File: config.mk
export PLATFORM = sky130hd
export DESIGN_NAME = hwpe_vfpu_job_ctrl
export DESIGN_NICKNAME = d
export VERILOG_FILES = /design/src/rtl/hwpe_vfpu_job_ctrl.sv
export SDC_FILE = /design/constraint.sdc
export NUM_CORES = 1
export LEC_CHECK = 0
export CORE_ASPECT_RATIO = 1.25
export CORE_MARGIN = 2
export CORE_UTILIZATION = 50
export CTS_CLUSTER_SIZE = 40
export DETAILED_ROUTE_END_ITERATION = 7
export GPL_ROUTABILITY_DRIVEN = 1
export PLACE_DENSITY_LB_ADDON = 0.08
export SYNTH_ARGS = -nofsm -noshare
export SYNTH_HDL_FRONTEND = slang
export SYNTH_SLANG_ARGS = --single-unit
File: constraint.sdc
create_clock -name clk_i -period 2.75 [get_ports clk_i]
set_input_delay 0.55 -clock clk_i [delete_from_list [all_inputs] [get_ports clk_i]]
set_output_delay 0.55 -clock clk_i [all_outputs]
set_load 0.02 [all_outputs]
File: src/rtl/hwpe_vfpu_job_ctrl.sv
`default_nettype none
// ============================================================================
// Module   : hwpe_vfpu_job_ctrl
// Purpose  : VFPU HWPE job controller: config register file, IDLE/RUN/DONE job
//            FSM, element counter, sticky lane flags. Optional cycle counter
//            enabled by macro VFPU_CYCLE_COUNTER_EN.
// Revision : 1.0 - initial release
// ============================================================================
module hwpe_vfpu_job_ctrl #(
  parameter  int N_STREAMS  = 3,
  parameter  int N_LANES    = 4,
  parameter  int CNT_WIDTH  = 16,
  localparam int NB_REGS    = 4*N_STREAMS+6,
  localparam int REG_ADDR_W = $clog2(NB_REGS)
) (
  input  logic                      clk_i,
  input  logic                      rst_ni,
  input  logic                      reg_req_i,
  input  logic                      reg_wen_i,
  input  logic [REG_ADDR_W-1:0]     reg_addr_i,
  input  logic [31:0]               reg_wdata_i,
  output logic [31:0]               reg_rdata_o,
  output logic                      reg_ack_o,
  output logic [4*N_STREAMS*32-1:0] stream_cfg_o,
  output logic [CNT_WIDTH-1:0]      tsize_o,
  output logic [2:0]                operation_o,
  output logic [1:0]                rounding_o,
  output logic                      start_o,
  output logic                      busy_o,
  output logic                      done_o,
  input  logic                      elem_done_i,
  input  logic                      flags_valid_i,
  input  logic [N_LANES*6-1:0]      lane_flags_i
);

  localparam int NB_STREAM_REGS = 4*N_STREAMS;
  localparam int A_TSIZE  = NB_STREAM_REGS;
  localparam int A_OP     = NB_STREAM_REGS + 1;
  localparam int A_TRIG   = NB_STREAM_REGS + 2;
  localparam int A_STATUS = NB_STREAM_REGS + 3;
  localparam int A_ABORT  = NB_STREAM_REGS + 4;
  localparam int A_CYCLES = NB_STREAM_REGS + 5;

  typedef enum logic [1:0] {
    IDLE = 2'd0,
    RUN  = 2'd1,
    DONE = 2'd2
  } state_t;

  state_t               state, state_next;
  logic [31:0]          stream_regs [NB_STREAM_REGS];
  logic [CNT_WIDTH-1:0] tsize;
  logic [CNT_WIDTH-1:0] elem_cnt;
  logic [4:0]           op;
  logic [5:0]           sticky;
  logic [5:0]           lane_or;
  logic                 start_q;
  logic                 ack_q;
  logic [31:0]          rdata_q;
  logic [31:0]          rdata_mux;
  logic [31:0]          cycles_rd;
  logic                 wr, rd, busy;
  logic                 wr_cfg_ok, wr_trig, wr_abort;
  logic                 go, clr, elem_last;

  assign wr        = reg_req_i & reg_wen_i;
  assign rd        = reg_req_i & ~reg_wen_i;
  assign busy      = (state == RUN);
  assign wr_cfg_ok = wr & ~busy;
  assign wr_trig   = wr & (reg_addr_i == REG_ADDR_W'(A_TRIG));
  assign wr_abort  = wr & (reg_addr_i == REG_ADDR_W'(A_ABORT));
  assign elem_last = (elem_cnt == tsize - CNT_WIDTH'(1));
  // Flags and counter are cleared by any accepted trigger, including a zero-size job.
  assign clr       = (state == IDLE) & wr_trig;

  always_comb begin
    state_next = state;
    go         = 1'b0;
    case (state)
      IDLE: begin
        if (wr_trig) begin
          if (tsize != '0) begin
            state_next = RUN;
            go         = 1'b1;
          end else begin
            state_next = DONE;
          end
        end
      end
      RUN: begin
        // An abort wins over a completing element in the same cycle.
        if (wr_abort)                      state_next = IDLE;
        else if (elem_done_i && elem_last) state_next = DONE;
      end
      DONE:    state_next = IDLE;
      default: state_next = IDLE;
    endcase
  end

  always_ff @(posedge clk_i or negedge rst_ni) begin
    if (!rst_ni) begin
      state   <= IDLE;
      start_q <= 1'b0;
    end else begin
      state   <= state_next;
      start_q <= go;
    end
  end

  always_ff @(posedge clk_i or negedge rst_ni) begin
    if (!rst_ni) begin
      for (int i = 0; i < NB_STREAM_REGS; i++) stream_regs[i] <= '0;
      tsize <= '0;
      op    <= '0;
    end else if (wr_cfg_ok) begin
      for (int i = 0; i < NB_STREAM_REGS; i++)
        if (reg_addr_i == REG_ADDR_W'(i)) stream_regs[i] <= reg_wdata_i;
      if (reg_addr_i == REG_ADDR_W'(A_TSIZE)) tsize <= reg_wdata_i[CNT_WIDTH-1:0];
      if (reg_addr_i == REG_ADDR_W'(A_OP))    op    <= reg_wdata_i[4:0];
    end
  end

  always_comb begin
    lane_or = '0;
    for (int l = 0; l < N_LANES; l++) lane_or = lane_or | lane_flags_i[l*6 +: 6];
  end

  always_ff @(posedge clk_i or negedge rst_ni) begin
    if (!rst_ni) begin
      elem_cnt <= '0;
      sticky   <= '0;
    end else if (clr) begin
      elem_cnt <= '0;
      sticky   <= '0;
    end else if (busy) begin
      if (elem_done_i && elem_cnt != '1) elem_cnt <= elem_cnt + CNT_WIDTH'(1);
      if (flags_valid_i)                 sticky   <= sticky | lane_or;
    end
  end

`ifdef VFPU_CYCLE_COUNTER_EN
  logic [31:0] cycles;

  always_ff @(posedge clk_i or negedge rst_ni) begin
    if (!rst_ni)   cycles <= '0;
    else if (go)   cycles <= '0;
    else if (busy) cycles <= cycles + 32'd1;
  end

  assign cycles_rd = cycles;
`else
  assign cycles_rd = 32'd0;
`endif

  always_comb begin
    rdata_mux = '0;
    for (int i = 0; i < NB_STREAM_REGS; i++)
      if (reg_addr_i == REG_ADDR_W'(i)) rdata_mux = stream_regs[i];
    if (reg_addr_i == REG_ADDR_W'(A_TSIZE))  rdata_mux = 32'(tsize);
    if (reg_addr_i == REG_ADDR_W'(A_OP))     rdata_mux = {27'd0, op};
    if (reg_addr_i == REG_ADDR_W'(A_STATUS)) rdata_mux = {25'd0, sticky, busy};
    if (reg_addr_i == REG_ADDR_W'(A_CYCLES)) rdata_mux = cycles_rd;
  end

  always_ff @(posedge clk_i or negedge rst_ni) begin
    if (!rst_ni) begin
      ack_q   <= 1'b0;
      rdata_q <= '0;
    end else begin
      ack_q   <= reg_req_i;
      rdata_q <= rd ? rdata_mux : 32'd0;
    end
  end

  for (genvar g = 0; g < NB_STREAM_REGS; g++) begin : g_stream_flat
    assign stream_cfg_o[g*32 +: 32] = stream_regs[g];
  end

  assign reg_ack_o   = ack_q;
  assign reg_rdata_o = rdata_q;
  assign tsize_o     = tsize;
  assign operation_o = op[2:0];
  assign rounding_o  = op[4:3];
  assign start_o     = start_q;
  assign busy_o      = busy;
  assign done_o      = (state == DONE);

endmodule
`default_nettype wire

# After elaboration in Yosys (flattened, before gate mapping)
# Cells that the tools add are included.
[totals]
wordCells = 113
input_bits = 67
ff_bits = 463
output_inout_bits = 441
[classes]
muxes = 31
add_sub_neg = 2
reduce_logical = 25
n_bitwise = 12
eq_ne = 23
[ops]
columns = ["op", "count"]
rows = [
  ["$mux W32", 17],
  ["$mux W16", 3],
  ["$eq A5 B4 Y1 const B", 8],
  ["$reduce_and A2 Y1", 17],
  ["$or A6 B6 Y6", 4],
  ["$eq A5 B3 Y1 const B", 4],
  ["$mux W6", 3],
  ["$add A16 B1 Y16 const B", 1],
  ["$eq A16 B16 Y1", 1],
  ["$ne A16 B16 Y1 const B", 1],
  ["$reduce_bool A16 Y1", 1],
  ["$sub A16 B1 Y16 const B", 1],
  ["$eq A5 B2 Y1 const B", 2],
  ["$eq A5 B5 Y1 const B", 2],
  ["$mux W2", 4],
  ["$and A1 B1 Y1", 6],
  ["$reduce_bool A2 Y1", 3],
  ["$eq A5 B1 Y1 const B", 1],
  ["$logic_not A5 Y1", 1],
  ["$pmux W2 S2", 1],
  ["$mux W1", 3],
  ["$ne A3 B1 Y1 const B", 1],
  ["$eq A2 B1 Y1 const B", 1],
  ["$eq A2 B2 Y1 const B", 1],
  ["4 further kinds", 6],
]

# Longest topological paths before layout
[logic_depth]
depth_word = 18
mapped_depth = 10
depth_no_buf = 8

# Least setup slack after synthesis
# OpenSTA, ideal clock, no wires.
[synth_timing]
path_type = "in2reg"
start = "input reg_addr_i[4]"
end = "register tsize[10] (netlist: tsize_o[10])"
path_slack_ps = 32
path_stages = 8
required_time_ps = 2625
arrival_time_ps = 2593
n_path_buf = 3
cell_sequence = "clkbuf_1 > nor2b_1 > and2_1 > clkbuf_1 > nand2_1 > nor2_1 > buf_2 > mux2_2"
[synth_via]
elab_chain_len = 2
[synth_lines]
columns = ["item", "line", "text"]
rows = [
  ["start: declaration", "20", "input logic [REG_ADDR_W-1:0] reg_addr_i,"],
  ["$eq A5 B4 Y1", "118", "if (reg_addr_i == REG_ADDR_W'(A_TSIZE)) tsize <= reg_wdata_i[CNT_WIDTH-1:0];"],
  ["$reduce_and A2 Y1 (no line)", "n/a", ""],
  ["end signal: assignment", "118", ""],
  ["end: declaration", "52", "logic [CNT_WIDTH-1:0] tsize;"],
]
# No other way between the ends.
# A chain may end at the register's enable or synchronous reset.

# Worst setup path in the final report
[layout_timing]
start = "register tsize[2] (netlist: tsize_o[2])"
end = "register state[1]"
[layout_via]
elab_chain_len = 5
[layout_lines]
columns = ["item", "line", "text"]
rows = [
  ["$sub A16 B1 Y16", "72", "assign elem_last = (elem_cnt == tsize - CNT_WIDTH'(1));"],
  ["$eq A16 B16 Y1", "72", ""],
  ["$logic_and A1 B1 Y1", "93", "else if (elem_done_i && elem_last) state_next = DONE;"],
  ["$ne A3 B1 Y1 (no line)", "n/a", ""],
  ["$reduce_and A2 Y1 (no line)", "n/a", ""],
  ["end signal: assignment", "105", "state <= state_next;"],
  ["end: declaration", "50", "state_t state, state_next;"],
]
# Several ways; a longest one is shown, not always the timed one. The select of a mux whose other input is x is not followed.

==> results.cfg <==
[final_layout]
area_used_by_multi_input_combinational_logic_um2 = 9260
utilization_pct = 72.1
drive_gt1_share_pct = 21.9
post_layout_nonfiller_instances = 2918
final_net_count = 2391
sequential_cell_area_um2 = 11600
commonest_non_fill_non_tap_cells_in_the_layout = sky130_fd_sc_hd__clkdlybuf4s50_1, sky130_fd_sc_hd__dfrtp_1, sky130_fd_sc_hd__mux2_1, sky130_fd_sc_hd__mux2_2, sky130_fd_sc_hd__buf_4
layout-area-overhead-vs-synth_pct = 42.4
fill_cells = 3045
most_common_library_cell_in_the_layout_ignoring_fill_and_taps = sky130_fd_sc_hd__clkdlybuf4s50_1
final_design_area_no_fill_um2 = 30300

[critical_path]
crit_path_end = state[1]$_DFFE_PN0P_
critPathMostFrequentCell = sky130_fd_sc_hd__buf_4
cp-end-kind = flip-flop
timing.setup.critical_path_class = flip-flop to flip-flop
crit_chain = buf_4 -> buf_4 -> or3b_4 -> buf_4 -> nor2_2 -> a32oi_1 -> a221o_1 -> a2111oi_4 -> buf_4 -> a2bb2o_1
critPathRequiredTime_ps = 3240
reg2reg_slack_ps = 60
setup.worst_path.start = tsize_o[2]$_DFFE_PN0P_
ff2ff_path_depth = 10
timing.critical_path.slowest_stage_cell = sky130_fd_sc_hd__dfrtp_1
crit_arrival_ps = 3190
worst_r2r_startpoint = tsize_o[2]$_DFFE_PN0P_
worst_path_largest_cell_delay_ps = 400
critical_path_peak_fanout = 8
startpoint_type = flip-flop
worst_r2r_endpoint = state[1]$_DFFE_PN0P_

[clock_network]
numCtsBuffers = 47
clk_pin_slew_worst_paths_ps = 60
cts-root-buf = sky130_fd_sc_hd__clkbuf_16
clock_tree.buffer_depth = 3
clkSinkCount = 463
clock_tree.htree_level_count = 2
cts_tree = built
clock_insertion_delay_worst_skew_ps = 570

[placed_design]
placedCellCount = 2829
place.detailed.hpwl_mm = 63.0
dpl-instance-area_um2 = 28700
place.port_buffers = 507
final_wtd_congestion = 0.955

[routing]
dr.first_iter.drc_count = 1532
drt-vias-per-instance = 6.20
wl_mm = 86.5
route.detailed.drc = 0
dr_total_vias = 18100
post_drt_wl_per_cell_um = 29.6
postRouteAntennaNets = 0
drt_pass1_iterations = 8

[die]
fp.dieArea_um2 = 44200
core_area_um2 = 42000
std_cell_rows = 84
io_pins = 508
chipHeight_um = 235
initial_utilization_pct = 50.6
die_w_um = 189

[timing]
layout_min_cycle_time_ps = 2690
hold_viol_final = 0
final-setup-viol-count = 0
skew_ps = 17.5
final.period_utilization_pct = 98.0
max_slew.worst_pin.slew_ps = 777
max_freq_mhz = 371
rsz_0062_raised_after_global_routing = no
slew_headroom_pct = 48.1
slew_limit_fails = 0

[global_routing]
grt_antenna_before_repair = 0
grt_usage_pct = 38.8
gr_ovfl_total = 0
pin_count_of_the_biggest_net_entering_global_routing = 76
grt_pass1_wl_mm = 126
vias_in_the_first_global_route = 18600

[power]
cellLeakagePower_nw = 13.5
power_density_over_the_cells_nw_per_um2 = 699
vdd_drop_max_mv = 0.587

[hold_path]
holdCritPathClass = flip-flop to flip-flop

[flow_run]
drv_cap = 0

[logic_synthesis]
yosys.cell_types.count = 70
avgSynthCellArea_um2 = 12.4
ys_seq_area_share_pct = 54.4
ys_ff_latch = 463
asyncSetResetFlopFracSynth_pct = 100
synth_enable_flop_cells = 0
synth_top_flop_cell = sky130_fd_sc_hd__dfrtp_1
synth.cell_area_um2 = 21300
ys_warn_count = 0
postSynthNetCount = 1783
syn_inst = 1714

[run_status]
status = completed
-- stage by stage --
stage / hold slack [ps] / TNS (ps) / setup slack, ps / power, mW
final: 509 / 0 / 56.3 / 21.2
after global routing: 528 / 0 / 11.8 / 21.9
after CTS: 507 / 0 / 12.7 / 21.2
after detailed placement: 494 / -29750 / -211 / 14.8
after global placement: 487 / -18720 / -165 / 14.7
after floorplan: 254 / 0 / 31.7 / 11.3
-- worst min path at each step --
stage / depth (start not counted) / slack, ps / from / end
finish: 1 / 510 / stream_cfg_o[316]$_DFFE_PN0P_ / stream_cfg_o[316]$_DFFE_PN0P_
global route: 1 / 530 / stream_cfg_o[186]$_DFFE_PN0P_ / stream_cfg_o[186]$_DFFE_PN0P_
CTS: 1 / 510 / stream_cfg_o[316]$_DFFE_PN0P_ / stream_cfg_o[316]$_DFFE_PN0P_
detailed placement: 1 / 490 / stream_cfg_o[316]$_DFFE_PN0P_ / stream_cfg_o[316]$_DFFE_PN0P_
global placement: 1 / 490 / stream_cfg_o[186]$_DFFE_PN0P_ / stream_cfg_o[186]$_DFFE_PN0P_
floorplan: 0 / 250 / rst_ni / elem_cnt[0]$_DFFE_PN0P_
-- Yosys cell counts (5+ instances only) --
cell type / n / share of area (%)
sky130_fd_sc_hd__dfrtp_1: 463 / 54
sky130_fd_sc_hd__mux2_1: 222 / 12
sky130_fd_sc_hd__mux2_2: 182 / 9.6
sky130_fd_sc_hd__clkbuf_1: 123 / 2.2
sky130_fd_sc_hd__nor2_1: 81 / 1.4
sky130_fd_sc_hd__a21oi_1: 76 / 1.8
sky130_fd_sc_hd__nand2_1: 74 / 1.3
sky130_fd_sc_hd__o21ai_0: 53 / 1.2
sky130_fd_sc_hd__a22oi_1: 36 / 1.3
sky130_fd_sc_hd__a31oi_1: 26 / 0.76
sky130_fd_sc_hd__nand3_1: 23 / 0.54
sky130_fd_sc_hd__nor3_1: 23 / 0.54
sky130_fd_sc_hd__mux2i_1: 19 / 0.89
sky130_fd_sc_hd__o221ai_1: 19 / 0.78
sky130_fd_sc_hd__mux4_2: 18 / 1.9
sky130_fd_sc_hd__buf_2: 17 / 0.40
sky130_fd_sc_hd__xnor2_1: 14 / 0.58
sky130_fd_sc_hd__o21ai_1: 13 / 0.31
sky130_fd_sc_hd__and2_1: 12 / 0.35
sky130_fd_sc_hd__nor2b_1: 12 / 0.35
sky130_fd_sc_hd__a21o_1: 11 / 0.39
sky130_fd_sc_hd__inv_1: 11 / 0.19
sky130_fd_sc_hd__xor2_1: 11 / 0.45
sky130_fd_sc_hd__nand4_1: 10 / 0.29
sky130_fd_sc_hd__or4_1: 10 / 0.35
sky130_fd_sc_hd__a211oi_1: 9 / 0.32
sky130_fd_sc_hd__a222oi_1: 9 / 0.42
sky130_fd_sc_hd__o22ai_1: 9 / 0.26
sky130_fd_sc_hd__or3_1: 9 / 0.26
sky130_fd_sc_hd__nand2b_1: 8 / 0.24
sky130_fd_sc_hd__nor4_1: 8 / 0.24
sky130_fd_sc_hd__buf_1: 7 / 0.12
sky130_fd_sc_hd__nor3b_1: 7 / 0.25
sky130_fd_sc_hd__o211ai_1: 7 / 0.25
sky130_fd_sc_hd__a221o_1: 6 / 0.28
sky130_fd_sc_hd__a221oi_1: 6 / 0.25
sky130_fd_sc_hd__o2bb2ai_1: 6 / 0.25
sky130_fd_sc_hd__and4_1: 5 / 0.21
sky130_fd_sc_hd__o32ai_1: 5 / 0.21
sky130_fd_sc_hd__or2_2: 5 / 0.15
-- critical path, delay by kind of cell (launching register included) --
| kind | cells | cell delay (ps) |
|---|---|---|
| flops | 1 | 400 |
| compound gates | 4 | 1050 |
| simple gates | 2 | 530 |
| buf+inv | 4 | 650 |
-- logic make-up after synthesis --
| logic type | count (synthesis) | synth area share, % |
|---|---|---|
| DFF | 463 | 54.4 |
| muxes | 441 | 24.2 |
| adders and majority gates | 2 | 0.118 |
| AOI/OAI and AO/OA | 320 | 10.1 |
| xor gates and xnor gates | 25 | 1.03 |
| buffers and inverters | 159 | 2.94 |
| and+or+nand+nor | 304 | 7.16 |
-- what timing repair did --
item,CTS,global route
endpoints found under the setup margin,2,2
pin swaps,0,4
setup buffers,0,3
hold endpoints to repair,48,0
hold buffers,1,0
resized for setup,2,6
-- per-layer routing --
metal  track usage, %  part of all wire [%]  up-vias
met2             64.9                    49     1067
li1                 -                     -     7537
met5                0                     0        -
met1             45.9                    36     9217
met4             21.9                   6.5        0
met3             9.07                   8.8      283
-- report_power, final --
group	internal, mW	switching [mW]	total (mW)
Clock	3.72	2.71	6.43
Combinational	2.81	3.03	5.85
Sequential	7.83	1.08	8.91
Total	14.4	6.82	21.2
-- layout make-up --
type | instances | share of cell area [%]
sequential | 463 | 38.2
multi-input combinational | 1092 | 30.5
timing repair buffer | 707 | 23.7
clock buffer | 72 | 4.52
tap | 559 | 2.31
clock inverter | 13 | 0.524
inverter | 11 | 0.136
antenna | 1 | 0.00826
-- flip-flops by register name, summed over array words and instances (netlist names) --
register	flops
start_o	1
tsize_o	16
state	2
reg_rdata_o	32
reg_ack_o	1
sticky	6
stream_cfg_o	384
elem_cnt	16
op	5
Note: power is estimated with default switching activity, not from simulation.
